**src/rtl/keypad_timer_ctrl.sv**
```systemverilog
`default_nettype none
// ============================================================================
//  Module   : keypad_timer_ctrl
//  Purpose  : Debounced 10-key BCD keypad front end with a shifting digit
//             entry buffer, plus a run-mode tick divider (pgt_1Hz).
//  Ports    : clk        - system clock, all state on its rising edge
//             clear      - synchronous active-high reset
//             keyboard   - raw key lines (bit k = key "k"), asynchronous
//             enablen    - 1 = entry mode (keys accepted, divider held)
//                          0 = run mode (divider ticking, keys ignored)
//             d          - BCD code of the last accepted key
//             loadn      - active-low one-cycle accepted-key strobe
//             key_valid  - active-high copy of the strobe
//             digits     - entry buffer, digit 0 (bits 3:0) is newest
//             pgt_1Hz    - one-cycle tick every CLK_DIV cycles in run mode
//  Options  : define KEY_REPEAT_EN to re-issue the strobe every
//             REPEAT_CYCLES cycles while a key stays held in entry mode.
//  Revision : 1.0 - initial release
// ============================================================================
module keypad_timer_ctrl #(
    parameter int CLK_DIV         = 50_000_000,
    parameter int DEBOUNCE_CYCLES = 500_000,
    parameter int DIGITS          = 4,
    parameter int REPEAT_CYCLES   = 25_000_000
) (
    input  logic                clk,
    input  logic                clear,
    input  logic [9:0]          keyboard,
    input  logic                enablen,
    output logic [3:0]          d,
    output logic                loadn,
    output logic                key_valid,
    output logic [4*DIGITS-1:0] digits,
    output logic                pgt_1Hz
);

    localparam int c_DEB_W = $clog2(DEBOUNCE_CYCLES) + 1;
    localparam int c_DIV_W = $clog2(CLK_DIV) + 1;

    localparam logic [c_DEB_W-1:0] c_DEB_LAST = c_DEB_W'(DEBOUNCE_CYCLES - 1);
    localparam logic [c_DEB_W-1:0] c_DEB_ONE  = c_DEB_W'(1);
    localparam logic [c_DIV_W-1:0] c_DIV_LAST = c_DIV_W'(CLK_DIV - 1);

    localparam logic [1:0] c_IDLE        = 2'd0;
    localparam logic [1:0] c_DEB_PRESS   = 2'd1;
    localparam logic [1:0] c_HELD        = 2'd2;
    localparam logic [1:0] c_DEB_RELEASE = 2'd3;

    generate
        if (CLK_DIV < 2 || DEBOUNCE_CYCLES < 1 || DIGITS < 1 || DIGITS > 8 ||
            REPEAT_CYCLES < 1) begin : g_param_check
            $error("keypad_timer_ctrl: parameter out of legal range");
        end
    endgenerate

    logic [9:0]          sync1_q, sync2_q;
    logic [1:0]          state_q, state_d;
    logic [c_DEB_W-1:0]  deb_cnt_q, deb_cnt_d;
    logic [3:0]          cand_q, cand_d;
    logic [3:0]          d_q, d_d;
    logic [4*DIGITS-1:0] digits_q, digits_d;
    logic                key_valid_q, key_valid_d;
    logic [c_DIV_W-1:0]  div_q, div_d;

    logic [3:0]          key_code;
    logic                key_any;
    logic                strobe;

`ifdef KEY_REPEAT_EN
    localparam int c_REP_W = $clog2(REPEAT_CYCLES) + 1;
    localparam logic [c_REP_W-1:0] c_REP_LAST = c_REP_W'(REPEAT_CYCLES - 1);
    logic [c_REP_W-1:0]  rep_cnt_q, rep_cnt_d;
`endif

    // Priority encoder: ascending scan so the highest active line wins.
    always_comb begin
        key_code = 4'd0;
        for (int k = 0; k < 10; k++) begin
            if (sync2_q[k]) begin
                key_code = 4'(k);
            end
        end
    end

    assign key_any = |sync2_q;

    // Key debounce FSM. The counter holds the number of consecutive
    // qualifying samples seen so far, so a transition fires on the sample
    // that brings it to DEBOUNCE_CYCLES.
    always_comb begin
        state_d   = state_q;
        deb_cnt_d = deb_cnt_q;
        cand_d    = cand_q;
        strobe    = 1'b0;
`ifdef KEY_REPEAT_EN
        rep_cnt_d = rep_cnt_q;
`endif
        case (state_q)
            c_IDLE: begin
                if (key_any) begin
                    state_d   = c_DEB_PRESS;
                    deb_cnt_d = c_DEB_ONE;
                    cand_d    = key_code;
                end
            end
            c_DEB_PRESS: begin
                if (!key_any || key_code != cand_q) begin
                    state_d   = c_IDLE;
                    deb_cnt_d = '0;
                end else if (deb_cnt_q >= c_DEB_LAST) begin
                    state_d   = c_HELD;
                    deb_cnt_d = '0;
                    strobe    = 1'b1;
`ifdef KEY_REPEAT_EN
                    rep_cnt_d = '0;
`endif
                end else begin
                    deb_cnt_d = deb_cnt_q + 1'b1;
                end
            end
            c_HELD: begin
                if (!key_any) begin
                    state_d   = c_DEB_RELEASE;
                    deb_cnt_d = c_DEB_ONE;
                end
`ifdef KEY_REPEAT_EN
                // Repeat interval restarts from each strobe and only runs
                // while entry mode is active.
                else if (enablen) begin
                    if (rep_cnt_q >= c_REP_LAST) begin
                        strobe    = 1'b1;
                        rep_cnt_d = '0;
                    end else begin
                        rep_cnt_d = rep_cnt_q + 1'b1;
                    end
                end else begin
                    rep_cnt_d = '0;
                end
`endif
            end
            c_DEB_RELEASE: begin
                if (key_any) begin
                    state_d   = c_HELD;
                    deb_cnt_d = '0;
                end else if (deb_cnt_q >= c_DEB_LAST) begin
                    state_d   = c_IDLE;
                    deb_cnt_d = '0;
                end else begin
                    deb_cnt_d = deb_cnt_q + 1'b1;
                end
            end
            default: begin
                state_d   = c_IDLE;
                deb_cnt_d = '0;
            end
        endcase
    end

    // Accepted-key outputs: only entry mode lets a strobe reach the buffer.
    always_comb begin
        d_d         = d_q;
        digits_d    = digits_q;
        key_valid_d = 1'b0;
        if (strobe && enablen) begin
            d_d         = cand_q;
            digits_d    = (digits_q << 4) | (4*DIGITS)'(cand_q);
            key_valid_d = 1'b1;
        end
    end

    // Tick divider: held at zero in entry mode, wraps at CLK_DIV-1.
    always_comb begin
        if (enablen || div_q == c_DIV_LAST) begin
            div_d = '0;
        end else begin
            div_d = div_q + 1'b1;
        end
    end

    always_ff @(posedge clk) begin
        if (clear) begin
            sync1_q     <= '0;
            sync2_q     <= '0;
            state_q     <= c_IDLE;
            deb_cnt_q   <= '0;
            cand_q      <= '0;
            d_q         <= '0;
            digits_q    <= '0;
            key_valid_q <= 1'b0;
            div_q       <= '0;
        end else begin
            sync1_q     <= keyboard;
            sync2_q     <= sync1_q;
            state_q     <= state_d;
            deb_cnt_q   <= deb_cnt_d;
            cand_q      <= cand_d;
            d_q         <= d_d;
            digits_q    <= digits_d;
            key_valid_q <= key_valid_d;
            div_q       <= div_d;
        end
    end

`ifdef KEY_REPEAT_EN
    always_ff @(posedge clk) begin
        if (clear) begin
            rep_cnt_q <= '0;
        end else begin
            rep_cnt_q <= rep_cnt_d;
        end
    end
`endif

    assign d         = d_q;
    assign key_valid = key_valid_q;
    assign loadn     = ~key_valid_q;
    assign digits    = digits_q;
    assign pgt_1Hz   = (div_q == c_DIV_LAST);

endmodule
`default_nettype wire

```
**config.mk**
```make
export PLATFORM = sky130hd
export DESIGN_NAME = keypad_timer_ctrl
export DESIGN_NICKNAME = d
export VERILOG_FILES = /design/src/rtl/keypad_timer_ctrl.sv
export SDC_FILE = /design/constraint.sdc
export NUM_CORES = 1
export LEC_CHECK = 0
export BUFFER_PORTS_ARGS = -buffer_cell sky130_fd_sc_hd__buf_4
export CAP_MARGIN = 20
export CELL_PAD_IN_SITES_DETAIL_PLACEMENT = 2
export CELL_PAD_IN_SITES_GLOBAL_PLACEMENT = 2
export CORE_ASPECT_RATIO = 0.7
export CORE_MARGIN = 1.5
export CORE_UTILIZATION = 39
export DETAILED_ROUTE_END_ITERATION = 7
export PLACE_DENSITY = 0.83
export SETUP_SLACK_MARGIN = 0.3
export SYNTH_ARGS = -nofsm -noshare
export SYNTH_HDL_FRONTEND = slang
export SYNTH_SLANG_ARGS = --single-unit
```
**constraint.sdc**
```tcl
create_clock -name clk -period 3.8 [get_ports clk]
set_input_delay 0.57 -clock clk [delete_from_list [all_inputs] [get_ports clk]]
set_output_delay 0.57 -clock clk [all_outputs]
set_load 0.05 [all_outputs]
```
# Yosys cells after proc, flatten, opt, wreduce, memory -nomap -nowiden
# Index checks and enable logic that the tools add are counted.
# op_classes
addsub	2
n_mul	0
div_mod_pow	0
n_lt_le_gt_ge	1
eq_ne	9
shifts	0
muxes	26
bitwise	2
n_reduce_logical	10
# op_table
operator	n
20-bit two-way mux	5
20-bit case mux with 4 select lines	1
4-bit two-way mux	7
27-bit by 1-bit adder with 27-bit output, second input constant	1
27-bit by 26-bit == test with 1-bit output, second input constant	1
20-bit by 1-bit adder with 20-bit output, second input constant	1
20-bit by 19-bit >= comparator with 1-bit output, second input constant	1
16-bit by 4-bit bitwise OR with 16-bit output	1
2-bit two-way mux	7
10-bit OR reduction	1
2-bit case mux with 4 select lines	1
3-bit inequality test, second input constant	2
1-bit two-way mux	5
2-bit == test, second input constant	2
2-bit inequality test, second input constant	2
4-bit inequality test	1
2-bit AND reduction	2
4-bit AND reduction	1
2-bit by 1-bit == test with 1-bit output, second input constant	1
2-bit logical NOT	1
1-bit logical OR	2
2-bit OR reduction	1
1-bit logical AND	1
1-bit logical NOT	1
1-bit NOT	1
# word_totals
register_bits	94
latchBits	0
mem_bits_rw	0
romBits	0
word_cells	59
memories	0

# Longest topological paths before layout
# Gate-level depths: netlist (run 1).
# depth
depth_word	15
depth_mapped	9
depth_no_buf	7

# Worst setup path after synthesis (run 1)
# OpenSTA, ideal clock, no wires.
# synth_path
path_type	reg-to-reg
startpoint	reg div_q[9]
endpoint	reg div_q[19]
t_arrival_ns	3.114
slack_ns	0.558
stages_incl_launch_ff	8
period_less_slack_ns	3.242
cell_sequence	dfxtp_1 nor4b_1 nand4_1 nor4_1 or3_1 clkbuf_1 clkbuf_1 nor2_1
# synth_between
elab_chain_len	3
elab_cells_between_ends	4
# synth_lines
item	line_no	source
start, declared	63	logic [c_DIV_W-1:0] div_q, div_d;
start signal, assigned	200	div_q <= div_d;
27-bit by 26-bit == test with 1-bit output	-	
net pgt_1Hz	34	output logic pgt_1Hz
1-bit logical OR	173	if (enablen || div_q == c_DIV_LAST) begin
2-bit OR reduction (no line)	-	
# The timed path passes the listed nets, and every way through them passes these cells.
# A chain may end at the register's enable or synchronous reset.

# Worst setup path after layout (run 1)
# layout_path
startpoint	reg sync2_q[8]
endpoint	reg deb_cnt_q[7]
# layout_between
elab_chain_len	6
elab_cells_between_ends	12
# layout_lines
item	line_no	source
start, declared	56	logic [9:0] sync1_q, sync2_q;
start signal, assigned	193	sync2_q <= sync1_q;
4-bit two-way mux (2 in a row)	79	if (sync2_q[k]) begin
4-bit inequality test	107	if (!key_any || key_code != cand_q) begin
1-bit logical OR	107	
20-bit two-way mux	107	
20-bit case mux with 4 select lines	98	case (state_q)
end signal, assigned	195	deb_cnt_q <= deb_cnt_d;
end, declared	58	logic [c_DEB_W-1:0] deb_cnt_q, deb_cnt_d;
# Parallel ways exist; a longest one is shown, timed or not.

==> results of run 1 <==
-- routing by layer --
metal | vias to the layer above | global-route usage (%) | share of wire (%)
met4 | 0 | 6.63 | 1.2
li1 | 1816 | - | -
met3 | 15 | 4.76 | 4.2
met5 | - | 0 | 0
met1 | 1970 | 36.2 | 50
met2 | 83 | 39.6 | 45
-- power breakdown --
part / internal, µW / total [µW] / leakage (µW) / switching [µW]
registers: 962 / 987 / 0.000731 / 24.6
logic: 48.6 / 150 / 0.000853 / 102
clock network: 590 / 980 / 0.000158 / 390
total: 1600 / 2120 / 0.00174 / 516
-- final cells by class --
| cell class | count | area, µm² |
|---|---|---|
| clock buffer | 10 | 239 |
| fill | 1144 | 5580 |
| inverter | 11 | 41.3 |
| multi-input combinational | 366 | 2220 |
| clock inverter | 5 | 78.8 |
| sequential | 90 | 1800 |
| tap | 132 | 165 |
| timing repair buffer | 40 | 300 |
-- cell families (layout without fill, tap and decap cells) --
family	Yosys count	count (layout)	share of synthesized area [%]
and+or+nand+nor	231	231	28.7
AOI/OAI and AO/OA	102	102	16.7
DFF	90	90	42.7
buffers and inverters	45	66	4.83
xor gates and xnor gates	30	30	6.22
adders and majority gates	2	2	0.593
muxes	1	1	0.237
-- state kept, by name, indices dropped and copies added, names as in the netlist --
name	flops
cand_q	4
sync2_q	10
deb_cnt_q	20
digits	13
div_q	27
d	3
sync1_q	10
key_valid	1
state_q	2
-- Yosys cell counts, types with 2 or more instances --
cell | instances | area (µm²)
dfxtp_1 | 90 | 1800
nor2_1 | 55 | 206
nand2_1 | 40 | 150
nand3_1 | 32 | 160
a21oi_1 | 27 | 135
nor2b_1 | 21 | 131
o21ai_0 | 21 | 105
xnor2_1 | 20 | 175
clkbuf_1 | 17 | 63.8
and3_1 | 14 | 87.6
nand4_1 | 13 | 81.3
nor3_1 | 12 | 60.1
inv_1 | 11 | 41.3
o2111ai_1 | 11 | 96.3
a31oi_1 | 10 | 62.6
and2_1 | 10 | 62.6
buf_2 | 10 | 50.1
xor2_1 | 10 | 87.6
nor4_1 | 8 | 50.1
and4_1 | 7 | 61.3
o31ai_1 | 5 | 37.5
a31o_2 | 4 | 35.0
buf_4 | 4 | 30.0
a211oi_1 | 3 | 22.5
nor3b_1 | 3 | 22.5
o221ai_1 | 3 | 26.3
or3_1 | 3 | 18.8
a22oi_1 | 2 | 15.0
buf_1 | 2 | 7.51
ha_1 | 2 | 25.0
nor2_2 | 2 | 12.5
nor3_4 | 2 | 32.5
or4_4 | 2 | 22.5
-- final timing paths --
| kind | startpoint | cells past startpoint | to |
|---|---|---|---|
| setup / recovery | sync2_q[8] | 7 | deb_cnt_q[7] |
| setup reg to reg | sync2_q[8] | 7 | deb_cnt_q[7] |
| hold reg to reg | sync1_q[6] | 1 | sync2_q[6] |
| hold / removal | keyboard[3] | 2 | sync1_q[3] |
-- critical path, cell delays in order (launching register included) --
cell,delay (ns)
dfxtp_1,0.37
or2_1,0.37
o21ai_0,0.34
nand4_1,0.27
a211oi_4,0.51
buf_4,0.34
o2111ai_1,0.16
a22oi_1,0.23
-- placed cells by master, fill, tap and decap left out, types with 4 or more instances in the layout --
cell       count
nor4_1         8
o21ai_0       21
xnor2_1       20
nand4_1       13
nand3_1       32
xor2_1        10
a21oi_1       27
nand2_1       40
clkbuf_16      9
and3_1        14
nor2_1        55
o2111ai_1     11
o31ai_1        5
a31o_2         4
and2_1        10
dfxtp_1       90
buf_4         40
inv_1         11
a31oi_1       10
and4_1         7
nor2b_1       21
nor3_1        12
-- metrics by stage --
stage | setup WS, ns | hold WS, ns | instance area (µm²) | util [%] | power (µW)
6_report | 1.13 | 0.433 | 4850 | 46.5 | 2120
4_1_cts | 1.02 | 0.434 | 4830 | 46.3 | 2130
2_1_floorplan | 0.558 | 0.414 | 4220 | - | 1100
3_3_place_gp | 1.23 | 0.432 | 4520 | 43.3 | 1140
5_1_grt | 0.996 | 0.442 | 4850 | 46.5 | 2190
3_5_place_dp | 1.03 | 0.437 | 4520 | 43.3 | 1150
==> metrics.yaml, run 1 <==
status: "completed"
start_util_pct: 40.5
max_freq_mhz: 375
layout.nets: 533
numCtsBuffers: 9
synthFlopType: "dfxtp_1"
clock_latency_ns: 0.36
fin_tns_setup_ns: 0
syn-mean-instance-area_um2: 8.43
max_slew_margin_pct: 30.3
p_leak_uw: 0.00174
vias: 3884
dp_hpwl_um: 9110
first_iter_violations: 169
io_pins: 36
synth.cell_area_mm2: 0.00422
grt-ovfl-total: 0
power.density_mw_per_mm2: 436
die_h_um: 90.0
hold_viol: 0
fin_skew_ns: 0.0110
crit_required_ns: 4.08
drt-vias-per-instance: 5.94
arrival_ns: 2.94
fp.dieW_um: 127
syn2layout_area_growth_pct: 14.9
instances_no_fill: 654
worst_pin_slew_ns: 1.05
grt_setup_unrepaired: "no"
num_rows: 31
critical_path_class: "register to register"
yosys_warnings: 0
maxCapViolCount: 0
cts.repair.resized: 0
routed_wl_um: 13800
clk_pin_slew_worst_paths_ns: 0.07
cts_hold_buf: 0
synth_cells: 501
diodes: 0
final_layout_size_suffix_gt1_share_pct: 14.0
r2r_slack_ns: 1.13
clock_path_buffers: 2
grt_pass1_vias: 4139
gp_congestion: 0.771
root_buffer: "clkbuf_16"
crit_path_max_fanout: 21
cts_tree: "yes"
synthDistinctLibCells: 58
synthesis.nets: 516
drv_slew: 0
synth_edf_count: 0
min_period_ns: 2.67
grt_pass1_wl_um: 22900
finalSetupViolCount: 0
antenna_left: 0
ir_drop_mv: 0.245
remaining_drc_errors: 0
seq_area_frac_synth_pct: 42.7
critPathLaunchType: "register"
gr-usage-all-layers_pct: 25.5
die_area_mm2: 0.0115
io_buffers: 35
cts_htree_levels: 3
ys_ff_latch: 90
cts_setup_buffers: 0
firstDrtPassIters: 4
end_kind: "register"
cts_num_sinks: 90
dp.cells: 637
synthArstFlopShare_pct: 0
antenna_found_initial: 0
grt_max_degree: 54
hold_path.class: "primary input to register"
period_share_pct: 70.2
wl_per_cell_um: 21.1
core-area_mm2: 0.0104
Power figures use the tool's default switching activity.
==> run 2: changes to the inputs <==
--- a/config.mk
+++ b/config.mk
@@ -5,15 +5,16 @@
 export SDC_FILE = /design/constraint.sdc
 export NUM_CORES = 1
 export LEC_CHECK = 0
+export ABC_AREA = 1
 export BUFFER_PORTS_ARGS = -buffer_cell sky130_fd_sc_hd__buf_4
 export CAP_MARGIN = 20
 export CELL_PAD_IN_SITES_DETAIL_PLACEMENT = 2
 export CELL_PAD_IN_SITES_GLOBAL_PLACEMENT = 2
 export CORE_ASPECT_RATIO = 0.7
 export CORE_MARGIN = 1.5
-export CORE_UTILIZATION = 39
+export CORE_UTILIZATION = 34
 export DETAILED_ROUTE_END_ITERATION = 7
-export PLACE_DENSITY = 0.83
+export PLACE_DENSITY = 0.78
 export SETUP_SLACK_MARGIN = 0.3
 export SYNTH_ARGS = -nofsm -noshare
 export SYNTH_HDL_FRONTEND = slang
==> constraint.sdc (replaced) <==
create_clock -name clk -period 2.5 [get_ports clk]
set_input_delay 0.375 -clock clk [delete_from_list [all_inputs] [get_ports clk]]
set_output_delay 0.375 -clock clk [all_outputs]
set_load 0.05 [all_outputs]
==> metrics.yaml, run 2 <==
p_leak_uw: 0.00211  # +21%
remaining_drc_errors: 0  # unchanged
clock_path_buffers: 2  # unchanged
worst_pin_slew_ns: 0.555  # -0.491 ns
synth_edf_count: 0  # unchanged
root_buffer: "clkbuf_16"
layout_common_cells: "105 x nand2_1, 92 x nor2_1, 87 x dfxtp_1, 79 x inv_1, 46 x buf_4"
busiest_layer: "met2"
numCtsBuffers: 9  # unchanged
maxCapViolCount: 0  # unchanged
synthArstFlopShare_pct: 0  # unchanged
synth_cells: 595  # +19%
arrival_ns: 1.72  # -1.22 ns
syn-mean-instance-area_um2: 7.18  # -15%
fin_tns_setup_ns: 0  # unchanged
wl_per_cell_um: 15.5  # -26%
clock_latency_ns: 0.35  # about the same
die_area_mm2: 0.0133  # +16%
layout.nets: 648  # +22%
ys_ff_latch: 90  # unchanged
finalSetupViolCount: 0  # unchanged
cts_htree_levels: 3  # unchanged
io_pins: 36  # unchanged
crit_path_max_fanout: 2  # -90%
first_iter_violations: 139  # -18%
gr-usage-all-layers_pct: 20.3  # -5.1 points
fin_skew_ns: 0.00971  # -0.00124 ns
stdcell_area_mm2: 0.00509  # +4.9%
status: "completed"
path_cells: "ha_2, nand2_2, inv_2, nand2_2, nor2_4, nand2_2, nor4b_4, buf_6"
met3_usage_pct: 4.19  # -0.57 points
final_layout_size_suffix_gt1_share_pct: 18.3  # +4.4 points
grt-ovfl-total: 0  # unchanged
dpl_cell_area_mm2: 0.00465  # +3.0%
clk_pin_slew_worst_paths_ns: 0.07  # about the same
grt_max_degree: 46  # -15%
ir_drop_mv: 0.399  # +63%
instances_no_fill: 800  # +22%
cts_hold_buf: 0  # unchanged
end_kind: "primary output"
crit_family: "simple AND/OR/NAND/NOR gates"
cts_tree: "yes"
crit_buf_inv: 2  # +1
seq_area_frac_synth_pct: 42.2  # -0.51 points
dp.cells: 777  # +22%
crit_slowest_cell: "dfxtp_2"
synth_top_area_share_pct: 42.2  # -0.51 points
synthDistinctLibCells: 36  # -38%
firstDrtPassIters: 4  # unchanged
start_util_pct: 34.6  # -5.8 points
io_buffers: 35  # unchanged
period_share_pct: 83.7
synth.cell_area_mm2: 0.00427  # +1.2%
antenna_found_initial: 0  # unchanged
critical_path_class: "register to primary output"
diodes: 0  # unchanged
synthFlopType: "dfxtp_1"
total_power_uw: 3360  # +59%
max_freq_mhz: 478
drt-vias-per-instance: 4.91  # -17%
grt_pass1_wl_um: 21500  # -6.1%
hold_viol: 0  # unchanged
cts_num_sinks: 90  # unchanged
die_h_um: 96.8  # +7.5%
layout_commonest_cell: "nand2_1"
crit_required_ns: 2.12  # -1.96 ns
synthesis.nets: 610  # +18%
use_met2_pct: 33.2  # -6.4 points
power.density_mw_per_mm2: 660  # +51%
min_period_ns: 2.09
synthTopCellsByCount: "110 x nand2_1, 93 x nor2_1, 90 x dfxtp_1"
routed_wl_um: 12400  # -9.7%
grt_setup_unrepaired: "yes"
nFillCells: 1439  # +26%
critPathLaunchType: "register"
regMostFlops: "div_q"
grt_use_met1_pct: 27.4  # -8.8 points
largest_reg_flops: 27  # unchanged
fp.dieW_um: 137  # +7.6%
grt_pass1_vias: 4242  # +2.5%
vias: 3928  # +1.1%
cp_common_cell: "nand2_2"
syn2layout_area_growth_pct: 19.1
crit_path_max_incr_delay_ns: 0.33  # -0.18 ns
gp_congestion: 0.751  # -2.5%
max_slew_margin_pct: 63.0  # +33 points
hold_path.class: "primary input to register"
synth_top_area_cell: "dfxtp_1"
yosys_warnings: 0  # unchanged
core-area_mm2: 0.0123  # +18%
synth.most_common_cell: "nand2_1"
dp_hpwl_um: 8740  # -4.1%
num_rows: 34  # +9.7%
synthTopCellsByArea: "dfxtp_1 42%, nand2_1 9.7%, nor2_1 8.2%"
drv_slew: 0  # unchanged
antenna_left: 0  # unchanged
run 2: area by class of cell:
type | count | area (µm²) | area share, %
sequential | 90 | 1810 | 35.5
multi-input combinational | 399 | 2070 | 40.6
tap | 162 | 203 | 3.98
clock inverter | 5 | 82.6 | 1.62
timing repair buffer | 47 | 357 | 7.01
inverter | 86 | 332 | 6.52
clock buffer | 11 | 243 | 4.77
run 2: through the flow:
stage                     worst slack [ns]  utilization [%]  hold slack [ns]
final                                0.407             41.2            0.222
after global placement               0.424             37.7            0.394
after CTS                            0.312             40.8            0.222
after detailed placement             0.366             37.7            0.405
after global routing                 0.277             41.2            0.230
after floorplan                      0.320                -            0.388
run 2: routing by layer:
layer	part of all wire, %	wire (µm)	up-vias
li1	-	-	1949
met3	2.4	302	12
met1	49	6120	1927
met2	47	5880	40
met4	1.1	137	0
met5	0	0	-
run 2: cell families (layout without fill, tap and decap cells):
| logic type | Yosys count | count (layout) | share of synthesized area, % |
|---|---|---|---|
| XOR/XNOR | 16 | 16 | 3.28 |
| adder cells (fa/ha/maj) | 2 | 2 | 0.586 |
| AND/OR/NAND/NOR | 308 | 308 | 34.7 |
| flip-flops | 90 | 90 | 42.2 |
| buffers and inverters | 106 | 149 | 10.5 |
| AO/OA/AOI/OAI | 73 | 73 | 8.76 |
run 2: what timing repair did:
action / in CTS / in global routing
pin swaps: 3 / 4
setup buffers: 3 / 4
resized for setup: 12 / 7
setup endpoints to repair: 1 / 38
run 2: worst register-to-register path, stage by stage (launching register included):
cell and delay (ns):
dfxtp_2 0.33, ha_2 0.18, nand2_2 0.08, nor3_2 0.31
nand2_1 0.18, nor3_4 0.27, nand4_1 0.26, nor3_1 0.27
nor3_2 0.07
run 2: final timing paths:
path | startpoint | endpoint | slack [ns] | depth (start not counted)
hold / removal | keyboard[1] | sync1_q[1] | 0.22 | 3
setup / recovery | div_q[1] | pgt_1Hz | 0.41 | 8
setup reg to reg | div_q[1] | div_q[24] | 0.44 | 8
hold reg to reg | sync1_q[6] | sync2_q[6] | 0.41 | 2
run 2: power by group:
part / switching, µW / internal [µW] / leakage, µW / total [µW]
logic: 212 / 107 / 0.00122 / 319
clock network: 606 / 910 / 0.000161 / 1520
registers: 40.4 / 1480 / 0.000732 / 1520
total: 859 / 2500 / 0.00211 / 3360
==> run 3: changes to the inputs <==
--- a/config.mk
+++ b/config.mk
@@ -12,9 +12,9 @@
 export CELL_PAD_IN_SITES_GLOBAL_PLACEMENT = 2
 export CORE_ASPECT_RATIO = 0.7
 export CORE_MARGIN = 1.5
-export CORE_UTILIZATION = 34
+export CORE_UTILIZATION = 31
 export DETAILED_ROUTE_END_ITERATION = 7
-export PLACE_DENSITY = 0.78
+export PLACE_DENSITY = 0.75
 export SETUP_SLACK_MARGIN = 0.3
 export SYNTH_ARGS = -nofsm -noshare
 export SYNTH_HDL_FRONTEND = slang
==> constraint.sdc (replaced) <==
create_clock -name clk -period 1.68 [get_ports clk]
set_input_delay 0.252 -clock clk [delete_from_list [all_inputs] [get_ports clk]]
set_output_delay 0.252 -clock clk [all_outputs]
set_load 0.05 [all_outputs]
==> metrics.yaml, run 3 (synthesized netlist as in run 2, its figures left out) <==
fp.dieW_um: 143  # +4.6%
antenna_left: 0  # unchanged
dp.cells: 855  # +10%
power.density_mw_per_mm2: 794  # +20%
fin_skew_ns: 0.0196  # +0.00992 ns
pre_cts_slack_ns: -0.237  # -0.604 ns
busiest_layer: "met2"
path_cells: "buf_4, nand3_4, nor2_4, nand2_4, nor2_4, nand3_2, nor2_4, nand4_1, nor2_1, nand2_1, nor2_1, a21oi_1"
setup_slack_ns: -0.587  # -0.994 ns
end_kind: "register"
io_buffers: 35  # unchanged
clock_latency_ns: 0.38  # +0.03 ns
maxCapViolCount: 0  # unchanged
grt_setup_unrepaired: "yes"
instances_no_fill: 915  # +14%
gr-usage-all-layers_pct: 27.1  # +6.7 points
cp_common_cell: "nor2_4"
start_util_pct: 32.1  # -2.5 points
io_pins: 36  # unchanged
violations: "setup timing"
cts_tree: "yes"
worst_pin_slew_ns: 1.04  # +0.487 ns
layout.nets: 741  # +14%
gp_congestion: 0.789  # +5.1%
clock_path_buffers: 2  # unchanged
num_rows: 35  # +2.9%
crit_path_max_incr_delay_ns: 0.37  # +0.04 ns
first_iter_violations: 242  # +74%
wl_per_cell_um: 26.0  # +67%
routed_wl_um: 23800  # +91%
arrival_ns: 2.52  # +0.80 ns
firstDrtPassIters: 4  # unchanged
crit_slowest_cell: "dfxtp_4"
numCtsBuffers: 9  # unchanged
max_freq_mhz: 441
status: "finished, violations left"
grt_use_met1_pct: 31.2  # +3.8 points
largest_reg_flops: 27  # unchanged
nFillCells: 1438  # -0.069%
crit_path_max_fanout: 3  # +1
die_area_mm2: 0.0145  # +9.4%
min_period_ns: 2.27
root_buffer: "clkbuf_16"
crit_family: "simple AND/OR/NAND/NOR gates"
drt-vias-per-instance: 5.28  # +7.6%
remaining_drc_errors: 0  # unchanged
p_leak_uw: 0.00280  # +32%
syn2layout_area_growth_pct: 58.5
core-area_mm2: 0.0133  # +7.9%
use_met2_pct: 49.2  # +16 points
hold_viol: 0  # unchanged
antenna_found_initial: 0  # unchanged
cts_num_sinks: 90  # unchanged
layout_common_cells: "108 x buf_4, 88 x nand2_1, 76 x inv_1, 76 x dfxtp_1, 71 x nor2_1"
final_layout_size_suffix_gt1_share_pct: 45.8  # +27 points
layout_commonest_cell: "buf_4"
critical_path_class: "register to register"
drv_slew: 0  # unchanged
hold_path.class: "primary input to register"
critPathLaunchType: "register"
cts_htree_levels: 3  # unchanged
crit_buf_inv: 1  # -1
grt-ovfl-total: 0  # unchanged
dp_hpwl_um: 10100  # +15%
vias: 4832  # +23%
die_h_um: 101  # +4.6%
grt_pass1_vias: 5233  # +23%
crit_required_ns: 1.93  # -0.19 ns
max_slew_margin_pct: 30.5  # -33 points
grt_max_degree: 33  # -28%
met3_usage_pct: 5.25  # +1.1 points
ir_drop_mv: 0.619  # +55%
clk_pin_slew_worst_paths_ns: 0.08  # about the same
finalSetupViolCount: 69  # +69
period_share_pct: 135
diodes: 0  # unchanged
grt_pass1_wl_um: 29300  # +37%
regMostFlops: "div_q"
run 3: per-stage QoR:
step / cell area (µm²) / hold slack [ns] / setup TNS [ns] / total power [µW] / utilization, %
CTS: 6360 / 0.0965 / -10.82 / 5080 / 47.8
finish: 6770 / 0.0867 / -26.07 / 5380 / 50.9
global route: 6770 / 0.0969 / -30.31 / 5520 / 50.9
global placement: 5230 / 0.387 / -1.57 / 2800 / 39.3
detailed placement: 5230 / 0.401 / -7.54 / 2840 / 39.3
floorplan: 4420 / 0.359 / -8.69 / 2640 / -
run 3: report_power, final:
group / switching, µW / leakage, µW / internal, µW / total, µW
combinational: 611 / 0.00192 / 398 / 1010
clock: 1070 / 0.000137 / 1040 / 2110
sequential: 67.9 / 0.000739 / 2200 / 2260
run 3: repair_timing:
item	in CTS	in global routing
setup buffers	24	12
resized for setup	154	69
hold buffers	0	0
setup endpoints to repair	70	71
cloned	9	0
pin swaps	56	28
run 3: area by class of cell:
cell class	count	area, µm²	share of cell area (%)
Clock buffer	9	225	3.33
Multi-Input combinational cell	399	2720	40.1
Timing Repair inverter	4	60.1	0.887
Inverter	86	368	5.43
Clock inverter	6	56.3	0.831
Sequential cell	90	1840	27.1
Timing Repair Buffer	136	1280	18.9
Tap cell	185	231	3.42
run 3: layer usage:
layer  vias up  part of all wire (%)
met5         -                     0
met4         0                   5.1
met3        91                   3.8
met2       175                    52
met1      2422                    39
li1       2144                     -
run 3: worst reg2reg max path: cells and delay by family (launching register included):
kind	cells	cell delay, ns
AOI/OAI and AO/OA	1	0.13
and+or+nand+nor	10	1.49
buffers and inverters	1	0.16
DFF	1	0.37
run 3: path summary, 6_finish.rpt:
path / start / to / slack [ns] / depth (start not counted)
max: div_q[0] / div_q[21] / -0.59 / 12
min: keyboard[8] / sync1_q[8] / 0.09 / 3
max reg2reg: div_q[0] / div_q[21] / -0.59 / 12
min reg2reg: sync1_q[4] / sync2_q[4] / 0.40 / 2
